$ cat src/rtl/match_req_dispatch.sv
// Lazy-match request dispatcher: accepts one lane group, fires the response synchroniser and spreads the lanes over C channels.
// Optional counters perf_group_cnt/perf_stall_cnt are built when MATCH_REQ_DISPATCH_PERF_EN is defined.
`ifndef LAZY_LEN
`define LAZY_LEN 4
`endif
`ifndef NUM_MATCH_REQ_CH
`define NUM_MATCH_REQ_CH 2
`endif
`ifndef LAZY_LEN_LOG2
`define LAZY_LEN_LOG2 2
`endif
`ifndef ADDR_WIDTH
`define ADDR_WIDTH 16
`endif

module match_req_dispatch #(
   parameter int JOB_PE_IDX = 0,
   parameter int L          = `LAZY_LEN,
   parameter int C          = `NUM_MATCH_REQ_CH,
   parameter int TAG_BITS   = `LAZY_LEN_LOG2,
   parameter int AW         = `ADDR_WIDTH
) (
   input  logic                  clk,
   input  logic                  rst_n,
   input  logic                  req_group_valid,
   output logic                  req_group_ready,
   input  logic [L-1:0]          req_group_strb,
   input  logic [L*AW-1:0]       req_group_addr,
   output logic                  req_group_fire,
   output logic [L-1:0]          req_group_strb_o,
   input  logic                  resp_group_done,
   output logic [C-1:0]          req_valid,
   input  logic [C-1:0]          req_ready,
   output logic [C*TAG_BITS-1:0] req_tag,
   output logic [C*AW-1:0]       req_addr
`ifdef MATCH_REQ_DISPATCH_PERF_EN
   ,
   output logic [31:0]           perf_group_cnt,
   output logic [31:0]           perf_stall_cnt
`endif
);

   if (L > (1 << TAG_BITS) || JOB_PE_IDX < 0) begin : g_param_check
      $error("match_req_dispatch: lane count exceeds tag range or bad job PE index");
   end

   typedef enum logic [1:0] {IDLE, DISPATCH, WAIT_RESP} state_t;

   state_t               state_q, state_d;
   logic [L-1:0]         pending_q, pending_d, cand;
   logic [L*AW-1:0]      addr_q, src_addr;
   logic [C-1:0]         free, sel_vld;
   logic [TAG_BITS-1:0]  sel_tag  [C];
   logic [AW-1:0]        sel_addr [C];
   logic                 accept;

   // A new group also waits for every channel to drain, so the sync never re-arms mid-group.
   assign req_group_ready  = (state_q == IDLE) && !(|req_valid);
   assign accept           = req_group_valid && req_group_ready;
   assign req_group_fire   = accept;
   assign req_group_strb_o = req_group_strb;
   assign free             = ~req_valid | req_ready;

   // Lane assignment: ascending free channels take the lowest remaining candidate lanes.
   always_comb begin
      cand     = '0;
      src_addr = addr_q;
      if (accept) begin
         cand     = req_group_strb;
         src_addr = req_group_addr;
      end else if (state_q == DISPATCH) begin
         cand = pending_q;
      end
      pending_d = cand;
      for (int j = 0; j < C; j++) begin
         sel_vld[j]  = 1'b0;
         sel_tag[j]  = '0;
         sel_addr[j] = '0;
         if (free[j]) begin
            for (int i = 0; i < L; i++) begin
               if (!sel_vld[j] && pending_d[i]) begin
                  sel_vld[j]   = 1'b1;
                  sel_tag[j]   = TAG_BITS'(i);
                  sel_addr[j]  = src_addr[i*AW +: AW];
                  pending_d[i] = 1'b0;
               end
            end
         end
      end
   end

   always_comb begin
      state_d = state_q;
      case (state_q)
         IDLE:      if (accept) state_d = (req_group_strb != '0) ? DISPATCH : WAIT_RESP;
         DISPATCH:  if (pending_d == '0) state_d = WAIT_RESP;
         WAIT_RESP: if (resp_group_done) state_d = IDLE;
         default:   state_d = IDLE;
      endcase
   end

   always_ff @(posedge clk or negedge rst_n) begin
      if (!rst_n) begin
         state_q   <= IDLE;
         pending_q <= '0;
         addr_q    <= '0;
         req_valid <= '0;
         req_tag   <= '0;
         req_addr  <= '0;
      end else begin
         state_q   <= state_d;
         pending_q <= pending_d;
         if (accept) addr_q <= req_group_addr;
         // A stalled channel is not free, so its payload is never touched here.
         for (int j = 0; j < C; j++) begin
            if (free[j]) begin
               req_valid[j] <= sel_vld[j];
               if (sel_vld[j]) begin
                  req_tag[j*TAG_BITS +: TAG_BITS] <= sel_tag[j];
                  req_addr[j*AW +: AW]            <= sel_addr[j];
               end
            end
         end
      end
   end

`ifdef MATCH_REQ_DISPATCH_PERF_EN
   logic stall;
   assign stall = |(req_valid & ~req_ready);

   always_ff @(posedge clk or negedge rst_n) begin
      if (!rst_n) begin
         perf_group_cnt <= '0;
         perf_stall_cnt <= '0;
      end else begin
         if (accept && perf_group_cnt != '1) perf_group_cnt <= perf_group_cnt + 32'd1;
         if (stall && perf_stall_cnt != '1)  perf_stall_cnt <= perf_stall_cnt + 32'd1;
      end
   end
`endif

endmodule

$ cat config.mk
export PLATFORM = sky130hd
export DESIGN_NAME = match_req_dispatch
export DESIGN_NICKNAME = d
export VERILOG_FILES = /design/src/rtl/match_req_dispatch.sv
export SDC_FILE = /design/constraint.sdc
export NUM_CORES = 1
export LEC_CHECK = 0
export CAP_MARGIN = 20
export CELL_PAD_IN_SITES_DETAIL_PLACEMENT = 1
export CELL_PAD_IN_SITES_GLOBAL_PLACEMENT = 1
export CORE_MARGIN = 8
export CORE_UTILIZATION = 35
export DETAILED_ROUTE_END_ITERATION = 10
export PLACE_DENSITY = 0.78
export SLEW_MARGIN = 20
export SYNTH_ARGS = -nofsm -noshare
export SYNTH_HDL_FRONTEND = slang
export SYNTH_SLANG_ARGS = --single-unit
export TNS_END_PERCENT = 1
$ cat constraint.sdc
create_clock -name clk -period 2.1 [get_ports clk]
set_input_delay 0.63 -clock clk [delete_from_list [all_inputs] [get_ports clk]]
set_output_delay 0.63 -clock clk [all_outputs]
set_load 0.005 [all_outputs]
# After elaboration in Yosys (flattened, before gate mapping)
# Index checks and enable logic that the tools add are counted.
# Widths: inputs -> output; s select.
word_totals:
  reg_bits: 108
  elab_cells: 84
  in_bits: 74
  output_inout_bits: 44
classes:
  n_reduce_logical: 22
  n_mux: 46
  n_eq_ne: 5
  bitwise: 2
ops:
  columns: ["operator", "count"]
  rows:
  - ["$mux 16", 8]
  - ["$mux 64", 1]
  - ["$mux 1", 24]
  - ["$mux 2", 8]
  - ["$mux 4", 4]
  - ["$logic_and 1x1->1", 8]
  - ["$logic_not 1->1", 7]
  - ["$pmux 2 s3", 1]
  - ["$logic_not 4->1", 1]
  - ["$ne 2x2->1 const B", 2]
  - ["$reduce_and 2->1", 2]
  - ["$reduce_bool 4->1", 1]
  - ["$reduce_and 3->1", 1]
  - ["$eq 2x1->1 const B", 1]
  - ["$eq 2x2->1 const B", 1]
  - ["$logic_not 2->1", 1]
  - ["$ne 2x1->1 const B", 1]
  - ["$not 2->2", 1]
  - ["$or 2x2->2", 1]
  - ["$reduce_or 2->1", 1]

# Longest topological paths before layout
# Gate-level depths: netlist of run 1.
logic_depth:
  ltp_word: 36
  depth_mapped: 9
  depth_no_buf: 7

# Least setup slack after synthesis of run 1
# Ideal clock, no wire load.
synth_path:
  kind: "in2reg"
  startpoint: "input port req_group_strb[0]"
  endpoint: "register req_tag[1]"
  arrival_time_ns: 2.044
  cell_stages: 7
  setup_time_ns: 0.138
  path_slack_ns: -0.082
  t_required_ns: 1.962
  cell_sequence: "or4_1 -> nand3_1 -> and2_1 -> or2_1 -> clkbuf_1 -> clkbuf_1 -> a22oi_1"
synth_via:
  elab_chain_cells: 16
synth_rtl:
  columns: ["element", "line", "rtl"]
  rows:
  - ["from (decl)", "27", "input logic [L-1:0] req_group_strb,"]
  - ["$mux 4 (*)", "68", "if (accept) begin"]
  - ["$mux 1 (*)", "81", "if (!sel_vld[j] && pending_d[i]) begin"]
  - ["$mux 1 (*)", "79", "if (free[j]) begin"]
  - ["$logic_not 1->1", "81", null]
  - ["$logic_and 1x1->1", "81", null]
  - ["$mux 1 (*)", "81", null]
  - ["$mux 1 (*)", "79", null]
  - ["$logic_not 1->1", "81", null]
  - ["$logic_and 1x1->1", "81", null]
  - ["$mux 1", "81", null]
  - ["$mux 1", "79", null]
  - ["$logic_not 1->1", "81", null]
  - ["$logic_and 1x1->1", "81", null]
  - ["$mux 1", "81", null]
  - ["$mux 1", "79", null]
  - ["$reduce_and 2->1 (no source line)", null, null]
  - ["to (signal, indexed assignment)", "119", "req_tag[j*TAG_BITS +: TAG_BITS] <= sel_tag[j];"]
  - ["to (decl)", "34", "output logic [C*TAG_BITS-1:0] req_tag,"]
# Every way passes the cells marked *; elsewhere a longest branch is shown, timed or not. The select of a mux whose other input is x is not followed.
# A chain may end at the register's enable or synchronous reset.

# Worst setup path after layout of run 1
layout_path:
  startpoint: "register req_valid[0]"
  endpoint: "register req_addr[21]"
layout_rtl:
  columns: ["element", "line", "rtl"]
  rows:
  - ["from (decl)", "32", "output logic [C-1:0] req_valid,"]
  - ["from (signal, indexed assignment)", "117", "req_valid[j] <= sel_vld[j];"]
  - ["$reduce_or 2->1", "58", "assign req_group_ready = (state_q == IDLE) && !(|req_valid);"]
  - ["$logic_not 1->1", "58", null]
  - ["$logic_and 1x1->1", "58", null]
  - ["$logic_and 1x1->1", "59", "assign accept = req_group_valid && req_group_ready;"]
  - ["$mux 64", null, null]
  - ["via src_addr[37]", "51", "logic [L*AW-1:0] addr_q, src_addr;"]
  - ["$mux 16 (2 in series)", "81", null]
  - ["to (signal, indexed assignment)", "120", "req_addr[j*AW +: AW] <= sel_addr[j];"]
  - ["to (decl)", "35", "output logic [C*AW-1:0] req_addr"]
# The timed path passes the listed nets, and every way through them passes these cells. The select of a mux whose other input is x is not followed.

==> results of run 1 <==
## metal layers
layer  up-vias  part of all wire, %  track usage [%]
met2       188                   51             37.7
li1       2414                    -                -
met4         0                  2.6             8.46
met3        48                  5.6             3.94
met5         -                    0                0
met1      2736                   41             26.2
## flip-flops by register name, indices dropped and copies added, names as in the netlist
name,cells
pending_q,4
state_q,2
req_tag,4
req_valid,2
addr_q,64
req_addr,32
## what timing repair did
action | 4_1_cts | 5_1_grt
setup buffers | 7 | 5
endpoints found under the setup margin | 48 | 40
gates resized for setup | 45 | 36
pin swaps | 16 | 13
gates cloned | 0 | 0
## worst max-delay path: cells and delay by family, from the launching register on
family	cells	cell delay [ns]
mux	1	0.29
compound gates	2	0.24
simple gates	3	0.45
buf+inv	5	0.78
flops	1	0.46
## report_power, final
| group | total, mW | switching, mW | leakage [nW] | internal (mW) |
|---|---|---|---|---|
| combinational | 4.92 | 2.45 | 2.08 | 2.47 |
| sequential | 3.52 | 0.526 | 1.33 | 3.00 |
| clock | 1.76 | 0.827 | 0.137 | 0.937 |
## cell usage in the layout, fill, tap and decap left out, drive strengths merged, types with 14 or more instances in the layout
cell type / synthesis / routed
mux2: 24 / 24
clkdlybuf4s50: 0 / 107
nand2: 142 / 142
nand3: 17 / 17
a21oi: 17 / 17
buf: 22 / 112
nor2: 39 / 39
dfrtp: 108 / 108
o31ai: 14 / 14
a31oi: 16 / 16
## kinds of logic (layout without fill, tap and decap cells)
group                  count (synthesis)  in the layout  share of synthesized area (%)
AND/OR/NAND/NOR                      224            224                           17.9
buffers and inverters                 54            255                           4.62
multiplexers                          31             31                           6.36
flip-flops                           108            108                           49.9
AO/OA/AOI/OAI                        147            147                           21.2
## layout make-up
type	instances	area (sq um)
inverter	12	45.0
fill	1680	7050
timing repair buffer	227	2150
clock buffer	10	229
clock inverter	6	72.6
tap	188	235
sequential	108	2710
multi-input combinational	402	2660
## worst max path at each step
stage | from | endpoint | slack, ns | cells past startpoint
2_1_floorplan | req_group_strb[0] | req_addr[10] | -0.07 | 7
3_3_place_gp | req_ready[0] | req_addr[19] | -0.63 | 9
3_5_place_dp | req_ready[0] | req_addr[25] | -0.72 | 9
4_1_cts | state_q[1] | req_addr[9] | -0.19 | 9
5_1_grt | req_valid[0] | req_addr[9] | -0.36 | 9
6_report | req_valid[0] | req_addr[21] | -0.23 | 11
==> summary.txt, run 1 <==
GRT
  • First-pass GRT wire length: 33700 um
  • Initial antenna violation count: 0
  • Vias in the first global route: 6029
  • Overall routing resource usage: 21.7%
  • Total gr overflow: 0
  • Largest net degree at the start of global routing: 109

Critical path
  • Crit path capture type: flip-flop
  • Worst path required time: 2.33 ns
  • Crit path max fanout: 8
  • Flop-to-flop setup slack: -0.23 ns
  • Crit path DAT: 2.56 ns
  • R2R Path Start: req_valid[0]
  • Reg-to-Reg End: req_addr[21]
  • CP dominant cell by count: buf_4
  • R2R depth: 11
  • Worst-path cell chain: nor4_4 -> buf_4 -> nand2_2 -> buf_6 -> buf_12 -> buf_4 -> buf_4 -> mux2_2 -> nand3_1 -> o2bb2ai_1 -> a31oi_1
  • Critical Path Source Type: flip-flop
  • Crit path largest cell delay: between 0.4 and 0.5 ns
  • Slowest cell on the critical path: dfrtp_2
  • CP Class: reg -> reg

Synth
  • Syn nets: 638
  • Register area share after synthesis: around 50%
  • Synth Register Bits: 108
  • Synth top area share: about 50%
  • Ys async rst share: 100%
  • Synth top area cells: dfrtp_1 (50%), nand2_1 (9.8%), mux2_2 (4.8%)
  • Yosys warns: 0
  • Leading area contributor after synthesis: dfrtp_1
  • Post-synth top cells: nand2_1 (141), dfrtp_1 (108), nor2_1 (39)
  • Top-count cell post-synth: nand2_1
  • Number of synthesized flops with an enable pin: 0
  • Synthesized cell area: 5410 sq um
  • Synth Flop Type: dfrtp_1
  • Synth unique cells: just under 60
  • Mapped Avg Cell Area: 9.60 sq um
  • Mapped Cells: 564

Finish
  • Utilization after layout: 53.4%
  • Nets: 834
  • Proportion of layout cells with a drive suffix above 1: 27.2%
  • Post-route cell area: 8090 sq um
  • # diodes: 0
  • Final std cells w/o fill: 953
  • Synthesis-to-finish area growth: 49.5%

Floorplanning
  • FP Rows: 45
  • Initial Utilization: 35.7%
  • Core area: around 15000 sq um
  • Die H: 140 um
  • Die X: 140 um
  • Die area: between 15000 and 20000 sq um
  • IO Pins: 118

Placement
  • Placed insts: 925
  • Detailed placement HPWL: 15300 um
  • GPL Wtd Cong: 0.870
  • Number of I/O port buffers: roughly 120
  • DP Area: about 7500 sq um
  • DP Worst Slack: -0.716 ns

STA
  • Final Cycle Share: 111%
  • Worst-margin pin slew: 0.683 ns
  • Slew Viols, Final: 0
  • Final setup TNS: -5.49 ns
  • Final Skew: 0.00805 ns
  • Fmax: 0.429 GHz
  • Setup ws final: -0.232 ns
  • Worst hold margin: 0.317 ns
  • Fin. Hold Viols: 0
  • Post-layout min period: 2.33 ns
  • Slew margin rel.: 54.3%
  • Final setup viols: 37
  • RSZ-0062 raised after global routing: true

Clock tree
  • Htree depth: 3
  • Later-pin clock latency in the skew report: 0.36 ns
  • Clock sink count: 108
  • Max Root-Sink Buffers: 2
  • Cts bufs inserted: 9
  • Root buf cell: clkbuf_16
  • CTS tree: yes
  • Hold buffers post-CTS: 0
  • Reg clk slew, reported paths: approximately 0.070 ns

Run
  • Max-cap viol count: 0

Route
  • Antenna viol nets, final: 0
  • DRC: 0
  • Drt first-iter violations: 470
  • Routed via count: 5386
  • Avg WL per Cell: approximately 22 um
  • Routed Wire Length: around 21000 um
  • Pre-antenna DRT Iters: 7
  • DR vias/cell: 5.65

Pwr
  • Total Power: 10.2 mW
  • Lkg Pwr: 3.55 nW
  • Max rail drop VDD: 0.553 mV
  • Power Dens Cells: between 1000 and 1500 nW/um^2

Status
  • Failing checks: negative setup slack
  • Status: finished with violations

Hold path
  • Tightest Hold Check Type: in -> async
No activity file was read; power rests on OpenSTA's default activity.
==> run 2, diff against run 1 <==
Settings changed: CAP_MARGIN 20 to default, SETUP_SLACK_MARGIN from default to 0.4, SLEW_MARGIN 20 to default.
==> summary.txt, run 2 (synthesis results as in run 1) <==
STA
  • Fmax: 0.434 GHz (+1.1%)
  • Final Cycle Share: 110% (-1.2 points)
  • Worst-margin pin slew: 0.579 ns (-0.105 ns)
  • Slew Viols, Final: 0 (unchanged)
  • Slew margin rel.: 61.3% (+7.0 points)
  • Worst hold margin: 0.197 ns (-0.121 ns)
  • Final setup TNS: -5.14 ns (+0.347 ns)
  • Fin. Hold Viols: 0 (unchanged)
  • Post-layout min period: 2.31 ns (-0.0252 ns)
  • Setup ws final: -0.206 ns (+0.0252 ns)
  • Final setup viols: 38 (+2.7%)
  • RSZ-0062 raised after global routing: true
  • Final Skew: 0.00687 ns (-0.00118 ns)

GRT
  • Vias in the first global route: 6040 (+0.18%)
  • Overall routing resource usage: 21.7% (+0.040 points)
  • Total gr overflow: 0 (unchanged)
  • Initial antenna violation count: 0 (unchanged)
  • Largest net degree at the start of global routing: 45 (-59%)
  • First-pass GRT wire length: 33700 um (-0.10%)

Critical path
  • CP Class: reg -> reg
  • Top delay family on crit path: compound AO/OA/AOI/OAI gates
  • Flop-to-flop setup slack: -0.21 ns (+0.03 ns)
  • Crit path max fanout: 5 (-3)
  • Crit path capture type: flip-flop
  • Worst path required time: 2.40 ns (+0.07 ns)
  • Worst Setup SP: req_valid[1]
  • Critical Path Source Type: flip-flop
  • Crit path largest cell delay: 0.41 ns (-0.05 ns)
  • Slowest cell on the critical path: dfrtp_1
  • Crit path DAT: 2.61 ns (+0.05 ns)
  • Buf/Inv on CP: 4 (-1)
  • R2R Path Start: req_valid[1]
  • Worst-path cell chain: nor4_4 -> buf_4 -> nand2_4 -> buf_6 -> buf_12 -> o31ai_4 -> buf_6 -> nor4_4 -> a221oi_2 -> o22a_1

Finish
  • Nets: 834 (unchanged)
  • Proportion of layout cells with a drive suffix above 1: 30.5% (+3.3 points)
  • Commonest non-fill, non-tap cell in the layout: nand2_1
  • # diodes: 0 (unchanged)
  • Largest regs: addr_q: 64 flops, req_addr: 32 flops
  • Max reg flops: 64 (unchanged)
  • Synthesis-to-finish area growth: 50.6%
  • Largest Register: addr_q
  • Commonest cells after routing, fill and taps aside: nand2_1 (128), dfrtp_1 (107), buf_4 (87), clkdlybuf4s50_1 (66), nor2_1 (36)

Floorplanning
  • Die X: 140 um (unchanged)
  • Die area: 19700 sq um (unchanged)
  • Core area: 15100 sq um (unchanged)
  • Die H: 140 um (unchanged)
  • FP Rows: 45 (unchanged)
  • Initial Utilization: 35.7% (unchanged)
  • IO Pins: 118 (unchanged)

Route
  • Routed via count: 5391 (+0.093%)
  • Avg WL per Cell: 23.1 um (+2.6%)
  • Drt first-iter violations: 347 (-26%)
  • Pre-antenna DRT Iters: 5 (-2)
  • DR vias/cell: 5.66 (about the same)
  • Antenna viol nets, final: 0 (unchanged)
  • Routed Wire Length: 22000 um (+2.6%)
  • DRC: 0 (unchanged)

Clock tree
  • Clock sink count: 108 (unchanged)
  • CTS tree: yes
  • Root buf cell: clkbuf_16
  • Hold buffers post-CTS: 0 (unchanged)
  • Later-pin clock latency in the skew report: 0.36 ns (about the same)
  • Reg clk slew, reported paths: 0.08 ns (about the same)
  • Htree depth: 3 (unchanged)
  • Max Root-Sink Buffers: 2 (unchanged)
  • Cts bufs inserted: 9 (unchanged)

Hold path
  • Tightest Hold Check Type: in -> async

Pwr
  • Power Dens Cells: 1240 nW/um^2 (-1.9%)
  • Total Power: 10.1 mW (-1.2%)
  • Max rail drop VDD: 0.493 mV (-11%)
  • Lkg Pwr: 3.68 nW (+3.7%)

Run
  • Max-cap viol count: 0 (unchanged)

Placement
  • GPL Wtd Cong: 0.892 (+2.5%)
  • DP Worst Slack: -0.631 ns (+0.0844 ns)
  • Number of I/O port buffers: 117 (unchanged)
  • Detailed placement HPWL: 15700 um (+2.3%)

Status
  • Status: finished with violations
  • Failing checks: negative setup slack
-- run 2: cell count changes in the layout (fill, tap and decap cells not counted), sizes merged --
cell | previous run | this run
buf | 112 | 116
bufinv | 1 | 0
clkbuf | 12 | 13
clkdlybuf4s15 | 1 | 10
clkdlybuf4s50 | 107 | 66
clkinv | 1 | 3
clkinvlp | 3 | 1
dlygate4sd2 | 5 | 33
-- run 2: per-layer routing --
layer	global-route usage (%)	vias up	part of all wire, %
met5	0	-	0
met4	9.54	0	2.7
met3	3.67	44	5.4
met2	38.0	188	51
met1	25.8	2745	41
li1	-	2414	-
-- run 2: timing repair --
item,CTS,global route
setup endpoints to repair,133,114
cloned,0,2
buffers inserted,7,7
hold endpoints to repair,0,0
gates resized for setup,125,46
pin swaps,15,22
-- run 2: power by group --
group | internal [mW] | total (mW) | switching (mW) | leakage [nW]
sequential | 2.99 | 3.49 | 0.500 | 1.33
clock | 0.842 | 1.67 | 0.825 | 0.136
combinational | 2.41 | 4.92 | 2.51 | 2.21
-- run 2: stage by stage --
stage / utilization (%) / std cells / area (sq um)
after floorplan: - / 564 / 5420
final: 53.8 / 953 / 8150
after CTS: 52.4 / 944 / 7930
after global placement: 49.2 / 921 / 7460
after detailed placement: 49.2 / 921 / 7460
after global routing: 53.8 / 953 / 8150
-- run 2: area by class of cell --
| cell class | count | area, sq um |
|---|---|---|
| clock inverters | 5 | 35.0 |
| repair buffers | 227 | 2140 |
| flip-flops and latches | 108 | 2700 |
| fillers | 1698 | 6990 |
| well taps | 188 | 235 |
| clock buffers | 11 | 243 |
| inverters | 12 | 45.0 |
| multi-input cells | 402 | 2760 |
-- run 2: path summary, 6_finish.rpt --
path / to / cells after the start
min in group clk: req_addr[8] / 2
worst max-delay path: req_addr[30] / 10
worst min register to register: req_addr[8] / 2
max in group asynchronous: req_addr[29] / 2
worst min-delay path: req_addr[5] / 1
worst max register to register: req_addr[30] / 10
